<file path="src/rtl/cache_rplc_policy_if.sv">
// Bus between the L0 cache controller (master) and its victim-selection unit (slave).
// Handshake: alloc_i is a request that is consumed only in a cycle where ready_o=1,
// and the index consumed is the rplc_line_idx_o presented in that same cycle;
// alloc_i while ready_o=0 is dropped. All other request inputs are sampled every cycle.
interface cache_rplc_policy_if #(
  parameter int LOG2_NUM_BLKS = 3
);
  localparam int NUM_BLKS = 1 << LOG2_NUM_BLKS;

  logic [1:0]               mode_i;
  logic                     flush_i;
  logic                     inv_i;
  logic [LOG2_NUM_BLKS-1:0] inv_idx_i;
  logic                     alloc_i;
  logic                     hit_i;
  logic [LOG2_NUM_BLKS-1:0] hit_idx_i;
  logic                     ready_o;
  logic [LOG2_NUM_BLKS-1:0] rplc_line_idx_o;
  logic [NUM_BLKS-1:0]      valid_vec_o;
  logic                     all_valid_o;

  modport master (
    output mode_i, flush_i, inv_i, inv_idx_i, alloc_i, hit_i, hit_idx_i,
    input  ready_o, rplc_line_idx_o, valid_vec_o, all_valid_o
  );

  modport slave (
    input  mode_i, flush_i, inv_i, inv_idx_i, alloc_i, hit_i, hit_idx_i,
    output ready_o, rplc_line_idx_o, valid_vec_o, all_valid_o
  );
endinterface

</file>
<file path="src/rtl/cache_rplc_policy.sv">
// Victim-selection unit for the L0 cache: fills invalid lines first, then picks a
// victim by FIFO, tree-PLRU or LFSR-random policy; the victim index is registered.
module cache_rplc_policy #(
  parameter int          LOG2_NUM_BLKS = 3,
  parameter logic [15:0] LFSR_SEED     = 16'hACE1
) (
  input  logic               clk,
  input  logic               rst_n,
  cache_rplc_policy_if.slave bus
);
  localparam int NUM_BLKS = 1 << LOG2_NUM_BLKS;
  localparam int NODES    = NUM_BLKS - 1;

  typedef logic [LOG2_NUM_BLKS-1:0] idx_t;

  logic [NUM_BLKS-1:0] valid_q, valid_d;
  idx_t                rr_q, rr_d;
  logic [NODES-1:0]    plru_q, plru_d;
  logic [15:0]         lfsr_q, lfsr_d;
  logic [1:0]          mode_q, mode_d;
  idx_t                rplc_q;
  logic                ready_q;

  idx_t victim_c;
  idx_t first_inv;
  logic any_inv;
  logic alloc_acc, hit_ok, mode_chg, update;

  // Point every node on the path to 'line' away from it.
  function automatic logic [NODES-1:0] plru_touch(input logic [NODES-1:0] tree,
                                                  input idx_t line);
    logic [NODES-1:0] r;
    int node;
    r    = tree;
    node = 0;
    for (int l = 0; l < LOG2_NUM_BLKS; l++) begin
      for (int n = 0; n < NODES; n++) begin
        if (n == node) r[n] = ~line[LOG2_NUM_BLKS-1-l];
      end
      node = 2 * node + 1 + (line[LOG2_NUM_BLKS-1-l] ? 1 : 0);
    end
    return r;
  endfunction

  function automatic idx_t plru_victim(input logic [NODES-1:0] tree);
    int   node;
    logic b;
    node = 0;
    for (int l = 0; l < LOG2_NUM_BLKS; l++) begin
      b = 1'b0;
      for (int n = 0; n < NODES; n++) begin
        if (n == node) b = tree[n];
      end
      node = 2 * node + 1 + (b ? 1 : 0);
    end
    return idx_t'(node - NODES);
  endfunction

  always_comb begin
    any_inv   = 1'b0;
    first_inv = '0;
    for (int i = NUM_BLKS - 1; i >= 0; i--) begin
      if (!valid_q[i]) begin
        any_inv   = 1'b1;
        first_inv = idx_t'(i);
      end
    end
  end

  always_comb begin
    victim_c = rr_q;
    if (any_inv) begin
      victim_c = first_inv;
    end else begin
      case (mode_q)
        2'd1:    victim_c = plru_victim(plru_q);
        2'd2:    victim_c = lfsr_q[LOG2_NUM_BLKS-1:0];
        default: victim_c = rr_q;
      endcase
    end
  end

  // Galois form of x^16+x^14+x^13+x^11+1, shifting right.
  assign lfsr_d = {1'b0, lfsr_q[15:1]} ^ (lfsr_q[0] ? 16'hB400 : 16'h0000);

  assign alloc_acc = bus.alloc_i & ready_q;
  assign hit_ok    = bus.hit_i & valid_q[bus.hit_idx_i];
  assign mode_chg  = bus.mode_i != mode_q;
  assign update    = bus.flush_i | alloc_acc | hit_ok | bus.inv_i | mode_chg;

  always_comb begin
    valid_d = valid_q;
    rr_d    = rr_q;
    plru_d  = plru_q;
    mode_d  = mode_q;
    if (bus.flush_i) begin
      valid_d = '0;
      rr_d    = '0;
      plru_d  = '0;
    end else begin
      // The consumed victim is the registered index the cache saw, not victim_c.
      if (alloc_acc) begin
        valid_d[rplc_q] = 1'b1;
        rr_d            = rplc_q + idx_t'(1);
        plru_d          = plru_touch(plru_q, rplc_q);
      end else if (hit_ok) begin
        plru_d = plru_touch(plru_q, bus.hit_idx_i);
      end
      if (bus.inv_i) valid_d[bus.inv_idx_i] = 1'b0;
      if (mode_chg) begin
        mode_d = bus.mode_i;
        rr_d   = '0;
        plru_d = '0;
      end
    end
  end

  always_ff @(posedge clk or negedge rst_n) begin
    if (!rst_n) begin
      valid_q <= '0;
      rr_q    <= '0;
      plru_q  <= '0;
      lfsr_q  <= LFSR_SEED;
      mode_q  <= 2'd0;
      rplc_q  <= '0;
      ready_q <= 1'b1;
    end else begin
      valid_q <= valid_d;
      rr_q    <= rr_d;
      plru_q  <= plru_d;
      lfsr_q  <= lfsr_d;
      mode_q  <= mode_d;
      rplc_q  <= victim_c;
      ready_q <= ~update;
    end
  end

  assign bus.ready_o         = ready_q;
  assign bus.rplc_line_idx_o = rplc_q;
  assign bus.valid_vec_o     = valid_q;
  assign bus.all_valid_o     = &valid_q;
endmodule

</file>
<file path="src/flat_wrapper.sv">
// flat-port wrapper written by rule: the top's interface ports become plain ports
module cache_rplc_policy_flat 
#(
  parameter int          LOG2_NUM_BLKS = 3,
  parameter logic [15:0] LFSR_SEED     = 16'hACE1
)
  (clk, rst_n, bus_mode_i, bus_flush_i, bus_inv_i, bus_inv_idx_i, bus_alloc_i, bus_hit_i, bus_hit_idx_i, bus_ready_o, bus_rplc_line_idx_o, bus_valid_vec_o, bus_all_valid_o);
  cache_rplc_policy_if #(.LOG2_NUM_BLKS(LOG2_NUM_BLKS)) bus_i ();
  input  logic clk;
  input  logic rst_n;
  input wire logic [$bits(bus_i.mode_i)-1:0] bus_mode_i;
  input wire logic [$bits(bus_i.flush_i)-1:0] bus_flush_i;
  input wire logic [$bits(bus_i.inv_i)-1:0] bus_inv_i;
  input wire logic [$bits(bus_i.inv_idx_i)-1:0] bus_inv_idx_i;
  input wire logic [$bits(bus_i.alloc_i)-1:0] bus_alloc_i;
  input wire logic [$bits(bus_i.hit_i)-1:0] bus_hit_i;
  input wire logic [$bits(bus_i.hit_idx_i)-1:0] bus_hit_idx_i;
  output wire logic [$bits(bus_i.ready_o)-1:0] bus_ready_o;
  output wire logic [$bits(bus_i.rplc_line_idx_o)-1:0] bus_rplc_line_idx_o;
  output wire logic [$bits(bus_i.valid_vec_o)-1:0] bus_valid_vec_o;
  output wire logic [$bits(bus_i.all_valid_o)-1:0] bus_all_valid_o;
  assign bus_i.mode_i = bus_mode_i;
  assign bus_i.flush_i = bus_flush_i;
  assign bus_i.inv_i = bus_inv_i;
  assign bus_i.inv_idx_i = bus_inv_idx_i;
  assign bus_i.alloc_i = bus_alloc_i;
  assign bus_i.hit_i = bus_hit_i;
  assign bus_i.hit_idx_i = bus_hit_idx_i;
  assign bus_ready_o = bus_i.ready_o;
  assign bus_rplc_line_idx_o = bus_i.rplc_line_idx_o;
  assign bus_valid_vec_o = bus_i.valid_vec_o;
  assign bus_all_valid_o = bus_i.all_valid_o;
  cache_rplc_policy #(.LOG2_NUM_BLKS(LOG2_NUM_BLKS), .LFSR_SEED(LFSR_SEED)) u_core (.clk(clk), .rst_n(rst_n), .bus(bus_i));
endmodule
</file>
<file path="config.mk">
export PLATFORM = sky130hd
export DESIGN_NAME = cache_rplc_policy_flat
export DESIGN_NICKNAME = d
export VERILOG_FILES = /design/src/rtl/cache_rplc_policy_if.sv /design/src/rtl/cache_rplc_policy.sv /design/src/flat_wrapper.sv
export SDC_FILE = /design/constraint.sdc
export NUM_CORES = 1
export LEC_CHECK = 0
export CELL_PAD_IN_SITES_DETAIL_PLACEMENT = 0
export CELL_PAD_IN_SITES_GLOBAL_PLACEMENT = 1
export CORE_MARGIN = 4
export CORE_UTILIZATION = 40
export CTS_CLUSTER_SIZE = 12
export DETAILED_ROUTE_END_ITERATION = 8
export GPL_TIMING_DRIVEN = 0
export MAX_ROUTING_LAYER = met4
export PLACE_DENSITY_LB_ADDON = 0.2
export SLEW_MARGIN = 10
export SYNTH_ARGS = -nofsm -noshare
export SYNTH_HDL_FRONTEND = slang
export SYNTH_SLANG_ARGS = --single-unit
</file>
<file path="constraint.sdc">
create_clock -name clk -period 3.7 [get_ports clk]
set_input_delay 0.37 -clock clk [delete_from_list [all_inputs] [get_ports clk]]
set_output_delay 0.37 -clock clk [all_outputs]
set_load 0.02 [all_outputs]
</file>
==> impl_metrics.json <==
{
  "overflow": 0,
  "ios": 27,
  "dpl.hpwl_um": 3590,
  "route.detailed.drc": 0,
  "fillers": 409,
  "syn_avg_cell_area_um2": 10.8,
  "core_mm2": 0.00450,
  "fin_crit_sh": 0.583,
  "totalPowerFinal_mw": 0.902,
  "synth_fp_nets": 195,
  "tightest_slew_ns": 0.495,
  "ys_types": 45,
  "max_cap_violations": 0,
  "synth_edf_count": 0,
  "clock_sinks": 40,
  "whs_ns": 0.361,
  "drt_iter0_drc": 103,
  "synth_area_mm2": 0.00192,
  "outcome": "finished, final reports clean",
  "clock_latency_ns": 0.29,
  "area_growth_pct": 23.1,
  "slowest_delay_ns": 0.64,
  "critPathRequiredTime_ns": 3.33,
  "cts_resized": 0,
  "layout.nets": 228,
  "startpoint": "u_core.bus.valid_vec_o[4]",
  "hp-start": "u_core.lfsr_q[9]",
  "grt_max_degree": 30,
  "hold_path.class": "register to register",
  "end_kind": "output pin",
  "crit_chain": "nand4_1 -> nor2_1 -> clkdlybuf4s50_1",
  "drive_gt1_frac": 0.160,
  "slew_headroom": 0.670,
  "die_w_um": 77.4,
  "final-seq-area_mm2": 0.00101,
  "critPathArrivalTime_ns": 1.79,
  "cts.clk_slew.worst_paths_ns": 0.08,
  "fin_crit_ns": 2.16,
  "multi_input_area_um2": 847,
  "fin_skew_ns": 0.00745,
  "ys_seq_area_frac": 0.526,
  "power_density_mw_per_mm2": 381,
  "cpMaxStageDelayCell": "clkdlybuf4s50_1",
  "routed_wl_um": 4780,
  "final_max_slew_viol_count": 0,
  "syn_inst": 178,
  "diodes": 0,
  "cts_buffer_depth": 2,
  "fmaxAchievable_ghz": 0.464,
  "criticalPathCategory": "register to output pin",
  "vias": 1554,
  "cts_root_buf": "clkbuf_8",
  "wl_per_cell_um": 18.1,
  "grt_pass1_vias": 1549,
  "final_common_cell": "dfrtp_1",
  "synth_flop_cell": "dfrtp_1",
  "via_per_inst": 5.89,
  "grt_pass1_wl_um": 7790,
  "crit_family": "buffers and inverters",
  "synth_seq_cells": 40,
  "setup-tns-final_ns": 0,
  "num_rows": 24,
  "critical_path_buf_inv_count": 1,
  "hold_viol": 0,
  "ys_async_sr_fraction": 1.00,
  "setup_viol": 0,
  "final_cell_mix": "dfrtp_1 (31), clkdlybuf4s50_1 (23), nor2_1 (14)",
  "critPathLaunchType": "register",
  "r2r_start": "u_core.bus.ready_o",
  "antenna_found_initial": 0,
  "cts.htree.levels": 2,
  "dieHeight_um": 77.4,
  "die_area_mm2": 0.00598,
  "yosys_warnings": 0,
  "p_leak_nw": 0.983,
  "vdd_drop_max_mv": 0.244,
  "place_congestion": 0.810,
  "cp_max_fo": 6,
  "port-buffer-count": 24,
  "first_pass_iters": 4,
  "cts_tree": "done",
  "rsz0062_at_grt": "false",
  "ant_nets": 0,
  "track_usage": 0.173,
  "initial_core_util": 0.427,
  "numCtsBuffers": 5
}
cells by family after synthesis:
| kind of cell | Yosys count | share of synthesized area |
|---|---|---|
| AOI/OAI and AO/OA | 55 | 0.209 |
| and+or+nand+nor | 52 | 0.135 |
| DFF | 40 | 0.526 |
| buffers and inverters | 14 | 0.0338 |
| muxes | 8 | 0.0501 |
| xor gates and xnor gates | 6 | 0.0273 |
| adders and majority gates | 3 | 0.0195 |
synth_stat cells, drive strengths merged (2+ instances only):
library cell	instances	area, um^2
a211oi	7	52.6
a21boi	2	15.0
a21oi	12	60.1
a221oi	4	58.8
a311oi	4	35.0
a31oi	6	37.5
buf	5	31.3
clkbuf	2	7.51
dfrtp	31	776
dfstp	9	236
ha	3	37.5
inv	7	26.3
mux2	3	33.8
mux2i	4	40.0
nand2	14	57.6
nand3	5	25.0
nand4	2	12.5
nor2	14	52.6
nor2b	7	43.8
nor3	3	15.0
o211ai	2	15.0
o21a	2	15.0
o21ai	9	48.8
xor2	5	43.8
power by group:
| group | leakage, nW | switching (mW) | internal [mW] | total, mW |
|---|---|---|---|---|
| Combinational | 0.407 | 0.0508 | 0.0376 | 0.0884 |
| Sequential | 0.521 | 0.00605 | 0.442 | 0.448 |
| Clock | 0.0548 | 0.163 | 0.203 | 0.366 |
| Total | 0.983 | 0.219 | 0.683 | 0.902 |
cell type report:
type | instances | share of cell area
Timing Repair Buffer | 26 | 0.112
Inverter | 7 | 0.0111
Multi-Input combinational cell | 124 | 0.357
Tap cell | 52 | 0.0275
Clock inverter | 3 | 0.0195
Sequential cell | 40 | 0.427
Clock buffer | 5 | 0.0290
Buffer | 7 | 0.0164
final timing paths:
path                                             end  slack (ns)  cells after the start
max                                  bus_all_valid_o        1.54                      3
min                                 u_core.lfsr_q[8]        0.36                      0
max reg2reg                u_core.bus.valid_vec_o[1]        1.90                      5
min reg2reg                         u_core.lfsr_q[8]        0.36                      0
max in group asynchronous           u_core.lfsr_q[7]        2.67                      3
min in group asynchronous           u_core.mode_q[1]        0.50                      2
sequential cells by signal, indices dropped and copies added, names as in the netlist:
signal	cells
u_core.bus.ready_o	1
u_core.plru_q	7
u_core.mode_q	2
u_core.lfsr_q	16
u_core.rr_q	3
u_core.bus.rplc_line_idx_o	3
u_core.bus.valid_vec_o	8
metrics by stage:
step	utilization	area [um^2]	worst slack [ns]	std cells
finish	0.526	2370	1.54	264
global route	0.526	2370	1.46	264
global placement	0.495	2230	1.32	254
detailed placement	0.498	2240	1.51	255
CTS	0.526	2370	1.55	264
floorplan	-	1920	2.08	178
routing by layer:
| metal | up-vias | global-route usage | part of all wire |
|---|---|---|---|
| li1 | 721 | - | - |
| met1 | 779 | 0.220 | 0.46 |
| met2 | 45 | 0.269 | 0.48 |
| met3 | 9 | 0.0405 | 0.040 |
| met4 | 0 | 0.0623 | 0.017 |
| met5 | - | - | 0 |
repair_timing:
action	CTS	global route
hold endpoints to repair	10	0
setup endpoints to repair	0	0
hold buffers	1	0
buffers inserted	0	0
Note: power is estimated with default switching activity, not from simulation.
